--- src/rtl/seg_scan_pkg.sv ---
// Shared types and helpers for the multiplexed 7-segment scan scheduler.
package seg_scan_pkg;

    localparam int unsigned DIGIT_W    = 4;
    localparam int unsigned TIMER_W    = 24;
    localparam int unsigned MAX_DIGITS = 8;

    typedef enum logic [1:0] {
        IDLE  = 2'd0,
        SHOW  = 2'd1,
        BLANK = 2'd2
    } scan_state_e;

    // One-hot digit enable, sized for the widest supported display.
    function automatic logic [MAX_DIGITS-1:0] onehot(input logic [2:0] idx);
        return MAX_DIGITS'(1) << idx;
    endfunction

endpackage

--- src/rtl/seg_scan_timer.sv ---
// Loadable down-counter shared by the SHOW and BLANK phases; done_c is high at terminal count.
module seg_scan_timer
    import seg_scan_pkg::*;
(
    input  logic               clk,
    input  logic               rst_n,
    input  logic               clear,
    input  logic               load,
    input  logic [TIMER_W-1:0] load_val,
    output logic               done_c
);

    logic [TIMER_W-1:0] count_q;

    always_ff @(posedge clk or negedge rst_n) begin
        if (!rst_n) begin
            count_q <= '0;
        end else if (clear) begin
            count_q <= '0;
        end else if (load) begin
            count_q <= load_val;
        end else if (count_q != '0) begin
            count_q <= count_q - TIMER_W'(1);
        end
    end

    assign done_c = (count_q == '0);

endmodule

--- src/rtl/seg_scan_sched.sv ---
// Time-multiplexed digit scan scheduler with a double-buffered frame and blank gaps.
// Optional: define LEADING_ZERO_BLANK_EN to suppress leading-zero digits (digit 0 always shown).
module seg_scan_sched
    import seg_scan_pkg::*;
#(
    parameter int unsigned NUM_DIGITS   = 4,
    parameter logic [23:0] REFRESH_DIV  = 24'd2500,
    parameter logic [7:0]  BLANK_CYCLES = 8'd50
) (
    input  logic                          clk,
    input  logic                          rst_n,
    input  logic                          ena,
    input  logic [7:0]                    div_override,
    input  logic                          wr_valid,
    output logic                          wr_ready,
    input  logic [DIGIT_W*NUM_DIGITS-1:0] wr_data,
    output logic [DIGIT_W-1:0]            digit_code,
    output logic [NUM_DIGITS-1:0]         digit_sel,
    output logic                          blank,
    output logic                          frame_start
);

    localparam int unsigned IDX_W  = (NUM_DIGITS > 2) ? $clog2(NUM_DIGITS) : 1;
    localparam int unsigned DATA_W = DIGIT_W * NUM_DIGITS;

    if (REFRESH_DIV == 24'd0) begin : g_bad_div
        $error("seg_scan_sched: REFRESH_DIV must be at least 1");
    end
    if (NUM_DIGITS < 2 || NUM_DIGITS > MAX_DIGITS) begin : g_bad_digits
        $error("seg_scan_sched: NUM_DIGITS must be in 2..8");
    end

    scan_state_e        state_q, state_d;
    logic [IDX_W-1:0]   idx_q, idx_d, idx_inc;
    logic [DATA_W-1:0]  active_q, active_d, shadow_q;
    logic               pending_q;
    logic               capture, commit, last_idx;
    logic               timer_clear, timer_load, timer_done_c;
    logic [TIMER_W-1:0] timer_val, dwell;
    logic [DIGIT_W-1:0] code_d;
    logic [NUM_DIGITS-1:0] sel_d;
    logic               blank_d, fs_d;

    assign dwell    = (div_override != 8'd0) ? {8'b0, div_override, 8'b0} : REFRESH_DIV;
    assign wr_ready = !pending_q;
    assign capture  = wr_valid && !pending_q;
    assign last_idx = (idx_q == IDX_W'(NUM_DIGITS - 1));
    assign idx_inc  = last_idx ? '0 : idx_q + IDX_W'(1);
    assign active_d = commit ? shadow_q : active_q;

    seg_scan_timer u_timer (
        .clk      (clk),
        .rst_n    (rst_n),
        .clear    (timer_clear),
        .load     (timer_load),
        .load_val (timer_val),
        .done_c   (timer_done_c)
    );

    // Next-state: slot sequencing; dwell is captured by loading the timer on SHOW entry.
    always_comb begin
        state_d     = state_q;
        idx_d       = idx_q;
        timer_clear = 1'b0;
        timer_load  = 1'b0;
        timer_val   = '0;
        fs_d        = 1'b0;
        commit      = 1'b0;
        if (!ena) begin
            state_d     = IDLE;
            idx_d       = '0;
            timer_clear = 1'b1;
            commit      = pending_q && (state_q == IDLE);
        end else begin
            unique case (state_q)
                IDLE: begin
                    state_d    = SHOW;
                    idx_d      = '0;
                    timer_load = 1'b1;
                    timer_val  = dwell - TIMER_W'(1);
                    fs_d       = 1'b1;
                    commit     = pending_q;
                end
                SHOW: begin
                    if (timer_done_c) begin
                        timer_load = 1'b1;
                        if (BLANK_CYCLES == 8'd0) begin
                            idx_d     = idx_inc;
                            timer_val = dwell - TIMER_W'(1);
                            fs_d      = last_idx;
                            commit    = pending_q && last_idx;
                        end else begin
                            state_d   = BLANK;
                            timer_val = TIMER_W'(BLANK_CYCLES) - TIMER_W'(1);
                        end
                    end
                end
                BLANK: begin
                    if (timer_done_c) begin
                        state_d    = SHOW;
                        idx_d      = idx_inc;
                        timer_load = 1'b1;
                        timer_val  = dwell - TIMER_W'(1);
                        fs_d       = last_idx;
                        commit     = pending_q && last_idx;
                    end
                end
                default: begin
                    state_d     = IDLE;
                    idx_d       = '0;
                    timer_clear = 1'b1;
                end
            endcase
        end
    end

`ifdef LEADING_ZERO_BLANK_EN
    logic lz_suppress;

    // Suppress when this digit and every higher one is zero.
    always_comb begin
        lz_suppress = (idx_d != '0);
        for (int unsigned j = 0; j < NUM_DIGITS; j++) begin
            if (j >= 32'(idx_d) && DIGIT_W'(active_d >> (DIGIT_W * j)) != '0) begin
                lz_suppress = 1'b0;
            end
        end
    end
`endif

    // Output values for the state being entered; registered below.
    always_comb begin
        sel_d   = '0;
        blank_d = 1'b1;
        code_d  = digit_code;
        unique case (state_d)
            SHOW: begin
                sel_d   = NUM_DIGITS'(onehot(3'(idx_d)));
                blank_d = 1'b0;
                code_d  = DIGIT_W'(active_d >> (DIGIT_W * 32'(idx_d)));
`ifdef LEADING_ZERO_BLANK_EN
                if (lz_suppress) begin
                    sel_d   = '0;
                    blank_d = 1'b1;
                end
`endif
            end
            BLANK: begin
                code_d = digit_code;
            end
            default: begin
                code_d = '0;
            end
        endcase
    end

    always_ff @(posedge clk or negedge rst_n) begin
        if (!rst_n) begin
            state_q     <= IDLE;
            idx_q       <= '0;
            digit_code  <= '0;
            digit_sel   <= '0;
            blank       <= 1'b1;
            frame_start <= 1'b0;
        end else begin
            state_q     <= state_d;
            idx_q       <= idx_d;
            digit_code  <= code_d;
            digit_sel   <= sel_d;
            blank       <= blank_d;
            frame_start <= fs_d;
        end
    end

    // Capture and commit are exclusive: capture needs pending low, commit needs it high.
    always_ff @(posedge clk or negedge rst_n) begin
        if (!rst_n) begin
            active_q  <= '0;
            shadow_q  <= '0;
            pending_q <= 1'b0;
        end else begin
            active_q <= active_d;
            if (capture) begin
                shadow_q  <= wr_data;
                pending_q <= 1'b1;
            end else if (commit) begin
                pending_q <= 1'b0;
            end
        end
    end

endmodule

--- config.mk ---
export PLATFORM = sky130hd
export DESIGN_NAME = seg_scan_sched
export DESIGN_NICKNAME = d
export VERILOG_FILES = /design/src/rtl/seg_scan_pkg.sv /design/src/rtl/seg_scan_timer.sv /design/src/rtl/seg_scan_sched.sv
export SDC_FILE = /design/constraint.sdc
export NUM_CORES = 1
export LEC_CHECK = 0
export BUFFER_PORTS_ARGS = -buffer_cell sky130_fd_sc_hd__buf_2
export CAP_MARGIN = 20
export CORE_UTILIZATION = 59
export CTS_CLUSTER_SIZE = 28
export DETAILED_ROUTE_END_ITERATION = 12
export PLACE_DENSITY = 0.8
export SYNTH_ARGS = -nofsm -noshare
export SYNTH_HDL_FRONTEND = slang
export SYNTH_HIERARCHICAL = 1
export SYNTH_SLANG_ARGS = --single-unit
--- constraint.sdc ---
create_clock -name clk -period 3.41 [get_ports clk]
set_clock_uncertainty 0.05 [all_clocks]
set_input_delay 0.341 -clock clk [delete_from_list [all_inputs] [get_ports clk]]
set_output_delay 0.341 -clock clk [all_outputs]
set_load 0.1 [all_outputs]
==> results.md <==
- Using the TritonRoute via totals, the vias-per-cell ratio works out to 5.84.
- In the final layout, the share of cells above drive strength 1 is 0.222.
- Setup repair after global routing left no endpoint under its margin.
- After routing the design area is 0.00424 mm2.
- The number of cells produced by synthesis is 355.
- The total CTS buffers is 9.
- After the first detailed-routing iteration, the DRC count stood at 194.
- The worst hold path passes through 2 cells.
- Counting along the longest clock path gives a buffer depth of 2.
- The number of global-route vias before repair is 2728.
- The arrival time reported for the critical path endpoint is 3.42 ns.
- Entering global routing, the biggest net connects 52 pins.
- Counting cells, the worst reg-to-reg path comes to 9.
- Setup violations remaining at the end of the flow were counted as 0.
- The critical path is of the flip-flop to flip-flop type.
- Among cell families on the critical path, the largest total delay comes from simple AND/OR/NAND/NOR gates.
- The startpoint identified for the worst register-to-register timing path is u_timer/count_q[16].
- The worst register-to-register path ends at digit_code[2].
- The number of levels the H-tree was split into is 3.
- Pin placement for this block handled 39 I/O pins.
- Of the total power, the share spent switching nets is 0.420.
- The remaining antenna violation count after routing is 0.
- In this run the power spent charging and discharging nets is 1700 uW.
- The standard cell with the maximum stage delay on the critical path is sky130_fd_sc_hd__or4_4.
- Counting I/O delays and the setup requirement, the final critical path takes 3.24 ns.
- Registers take 0.00178 mm2.
- The capturing element type of the critical path is a flip-flop.
- For the worst setup path, the data required time is 3.59 ns.
- The critical-path maximum fanout is 12.
- The clock edge transition at the registers on the reported setup and hold paths is 0.08 ns.
- The tree is rooted in a sky130_fd_sc_hd__clkbuf_8.
- At the end of routability-driven placement, the weighted congestion stood at 0.820.
- The cell leakage power is 0.00194 uW.
- The number of buffers and inverters on the critical path is 1.
- The share of total power dissipated in sequential elements is 0.353.
- The total setup buffers inserted after CTS is 0.
- The maximum VDD drop is 0.713 mV.
- In the routed design, unresolved DRC markers number 0.
- The number of antenna violations at the first check in global routing is 0.
- Before CTS, the worst setup slack after placement is -0.0507 ns.
- Once routing completed, OpenROAD measured the worst setup slack at 0.167 ns.
- The setup slack on the worst flop-to-flop path is 0.17 ns.
- Of the available clock period, the critical path in the final layout requires 0.951.
- The cell area power density is 952 mW/mm2.
- The share of synthesized area in the top cell type comes to 0.473.
- The floorplan die area is 0.00660 mm2.
- The cell area after synthesis is 0.00370 mm2.
- The startpoint kind of the worst setup timing path is a flip-flop.
- The Yosys step of the flow raised 6 warnings.
- The run finished with clean final reports.
- The reported max-cap violation count is 0.
- The final max-slew violation count is 0.
- The post-detailed-placement cell area is 0.00403 mm2.
- Across all layers, the routed design uses 2856 vias.
- The total congestion overflow after global routing is 0.
- The number of enable flip-flop cells after synthesis is 0.
- The maximum clock frequency is 308 MHz.
- Measured along the y axis, the die boundary spans 81.2 um.
- The total global-route track usage is 0.254.
- The core region is 0.00599 mm2.
- The critical path goes through or4_4 > or3_1 > nor4_2 > buf_4 > a41o_2 > nand2_4 > mux2_4 > mux2_2 > a221o_1.
- The floorplan has 28 rows.
- The number of endpoints with negative hold slack in the final report was 0.
- For this configuration, the core starts out at a cell density of 0.618.
- At the later pin of the worst-skew pair, clock insertion delay measures 0.35 ns.
- The floorplan step set the die width to 81.2 um.
- The clock sink count is 71.
- The repair_antennas step left the layout with diodes totalling 0.
- The post-DP HPWL is 5230 um.
- Yosys attributes the largest share of cell area to sky130_fd_sc_hd__dfrtp_1 47%, sky130_fd_sc_hd__mux2_1 4.9%, sky130_fd_sc_hd__nand2_1 4.4%.
- After detailed routing, the average wire length per cell comes to 15.1 um.
- The internal power consumption is 2340 uW.
- The top flip-flop cell by instance count after synthesis is sky130_fd_sc_hd__dfrtp_1.
- The start point of the critical path is u_timer/count_q[16].
- The CTS tree is built.
- The layout has 447 filler cells.
- In this run, placement finished with an instance count of 472.
- From synthesis to final layout, the design area changed by 14.4%.
- Once layout is complete, the cells apart from fillers number 489.
- The combined area of the multi-input logic cells is 0.00186 mm2.
- Of the total power, the clock network draws 0.159.
- The global-route wire length before repair is 12500 um.
- The register bit total from synthesis is 71.
- The sum of routed wire length over all layers is 7400 um.
- The count of buffers inserted at the top-level ports is 38.
- The first TritonRoute pass finished after 4 iterations.
- The sequential-to-total area share from yosys stat is 0.480.
- For the pin with the worst max-slew slack, the measured transition is 0.842 ns.
- The number of nets in the layout is 444.
- The count of different cell masters after synthesis is 60.
- The worst relative slew slack is 0.435.
- For this run, the slowest stage of the critical path takes 0.55 ns.
- Of the total power, combinational logic draws 0.488.
- Of all cell types, the one taking the most synthesized area is sky130_fd_sc_hd__dfrtp_1.
- The logic depth of the worst path, buffers included is 9.
- In this run the worst setup path terminates at digit_code[2].
- The mean cell area of the mapped netlist is 10.4 um2.
- The type of the tightest min-delay check is input port to flip-flop.
- Counting flops with an async set or reset pin after synthesis yields a share of 1.00.
final cells by class:
class | count | share of cell area
clock buffers | 12 | 0.0319
repair buffers | 51 | 0.0685
well taps | 75 | 0.0222
flip-flops and latches | 71 | 0.420
multi-input cells | 268 | 0.439
clock inverters | 4 | 0.0115
inverters | 8 | 0.00709
registers in the layout, indices dropped and copies added, names as in the netlist:
name and flops:
active_q 16, blank 1, digit_code 4, digit_sel 4
frame_start 1, idx_q 2, pending_q 1, shadow_q 16
state_q 2, u_timer/count_q 24
Yosys cell counts, types with 7 or more instances:
master                      n
sky130_fd_sc_hd__dfrtp_1   70
sky130_fd_sc_hd__nand2_1   43
sky130_fd_sc_hd__nor2_1    22
sky130_fd_sc_hd__a21oi_1   17
sky130_fd_sc_hd__mux2_1    16
sky130_fd_sc_hd__o21ai_1   12
sky130_fd_sc_hd__xnor2_1   12
sky130_fd_sc_hd__clkbuf_1  11
sky130_fd_sc_hd__nor3_1    10
sky130_fd_sc_hd__or3_1     10
sky130_fd_sc_hd__ha_1       7
sky130_fd_sc_hd__inv_1      7
sky130_fd_sc_hd__mux2_4     7
sky130_fd_sc_hd__nand3_1    7
how the worst min path moves through the flow:
stage	startpoint	slack, ns	end
after floorplan	rst_n	-0.005	active_q[0]
final	wr_data[14]	0.15	shadow_q[14]
after CTS	wr_data[14]	0.14	shadow_q[14]
after detailed placement	rst_n	0.28	u_timer/count_q[14]
after global routing	wr_data[14]	0.14	shadow_q[14]
after global placement	rst_n	0.27	u_timer/count_q[13]
cell families after synthesis:
kind of cell,share of synthesized area
flip-flops,0.480
multiplexers,0.0979
buffers and inverters,0.0284
AO/OA/AOI/OAI,0.130
other,0.00101
XOR/XNOR,0.0426
adder cells (fa/ha/maj),0.0236
AND/OR/NAND/NOR,0.197
power groups by stage:
stage | Combinational [uW] | Sequential [uW] | Clock (uW)
2_1_floorplan | 1350 | 1580 | 0
3_3_place_gp | 1900 | 1420 | 0
3_5_place_dp | 1950 | 1430 | 0
4_1_cts | 1960 | 1420 | 658
5_1_grt | 2120 | 1470 | 693
6_report | 1970 | 1420 | 642
placed cells by master (no fill, tap or decap), types with 2 or more instances in the layout:
cell	Yosys	layout
sky130_fd_sc_hd__nor2b_1	6	6
sky130_fd_sc_hd__mux2_1	16	16
sky130_fd_sc_hd__nor2_1	22	21
sky130_fd_sc_hd__or4_4	2	2
sky130_fd_sc_hd__or3_1	10	10
sky130_fd_sc_hd__and3_1	5	5
sky130_fd_sc_hd__nand3_1	7	7
sky130_fd_sc_hd__mux2_2	6	6
sky130_fd_sc_hd__a221o_1	4	4
sky130_fd_sc_hd__inv_1	7	7
sky130_fd_sc_hd__nor4_2	2	2
sky130_fd_sc_hd__mux2_4	7	7
sky130_fd_sc_hd__buf_4	3	12
sky130_fd_sc_hd__and2_1	2	2
sky130_fd_sc_hd__o21a_1	2	2
sky130_fd_sc_hd__clkinv_2	0	2
sky130_fd_sc_hd__or2_1	4	4
sky130_fd_sc_hd__xnor2_1	12	12
sky130_fd_sc_hd__a211oi_1	4	4
sky130_fd_sc_hd__nand2_1	43	43
sky130_fd_sc_hd__o41ai_1	4	4
sky130_fd_sc_hd__dfrtp_1	70	70
sky130_fd_sc_hd__a21boi_0	4	4
sky130_fd_sc_hd__nor4_1	4	4
sky130_fd_sc_hd__a22o_1	2	2
sky130_fd_sc_hd__buf_2	0	38
sky130_fd_sc_hd__nand2b_1	2	2
sky130_fd_sc_hd__clkbuf_1	11	3
sky130_fd_sc_hd__a311oi_1	4	4
sky130_fd_sc_hd__conb_1	1	8
sky130_fd_sc_hd__or4_1	6	6
sky130_fd_sc_hd__o21ai_0	6	6
sky130_fd_sc_hd__nor3_1	10	10
sky130_fd_sc_hd__xor2_1	6	6
sky130_fd_sc_hd__clkbuf_8	0	9
sky130_fd_sc_hd__a21oi_1	17	17
sky130_fd_sc_hd__o21ai_1	12	12
sky130_fd_sc_hd__ha_1	7	7
worst register-to-register path, cell delays in order, from the launching register on:
cell,delay (ns)
sky130_fd_sc_hd__dfrtp_1,0.42
sky130_fd_sc_hd__or4_4,0.55
sky130_fd_sc_hd__or3_1,0.38
sky130_fd_sc_hd__nor4_2,0.23
sky130_fd_sc_hd__buf_4,0.21
sky130_fd_sc_hd__a41o_2,0.24
sky130_fd_sc_hd__nand2_4,0.14
sky130_fd_sc_hd__mux2_4,0.36
sky130_fd_sc_hd__mux2_2,0.26
sky130_fd_sc_hd__a221o_1,0.29
per-layer routing:
layer,global-route usage,routed length (um),vias up
met2,0.419,3740,81
met1,0.314,3150,1383
met4,0.125,165,0
li1,-,-,1379
met3,0.0562,347,13
met5,0,0,-
timing repair:
item / 4_1_cts / 5_1_grt
hold endpoints to repair: 20 / 0
hold buffers: 1 / 0
setup endpoints to repair: 4 / 4
gates resized for setup: 1 / 2
stage by stage:
| step | util | hold slack, ns | setup TNS, ns | power (uW) |
|---|---|---|---|---|
| floorplan | - | -0.00459 | 0 | 2930 |
| global placement | 0.673 | 0.271 | 0 | 3320 |
| detailed placement | 0.673 | 0.278 | -0.178 | 3380 |
| CTS | 0.706 | 0.137 | 0 | 4040 |
| global route | 0.707 | 0.140 | 0 | 4290 |
| finish | 0.707 | 0.151 | 0 | 4030 |
Power figures use the tool's default switching activity.
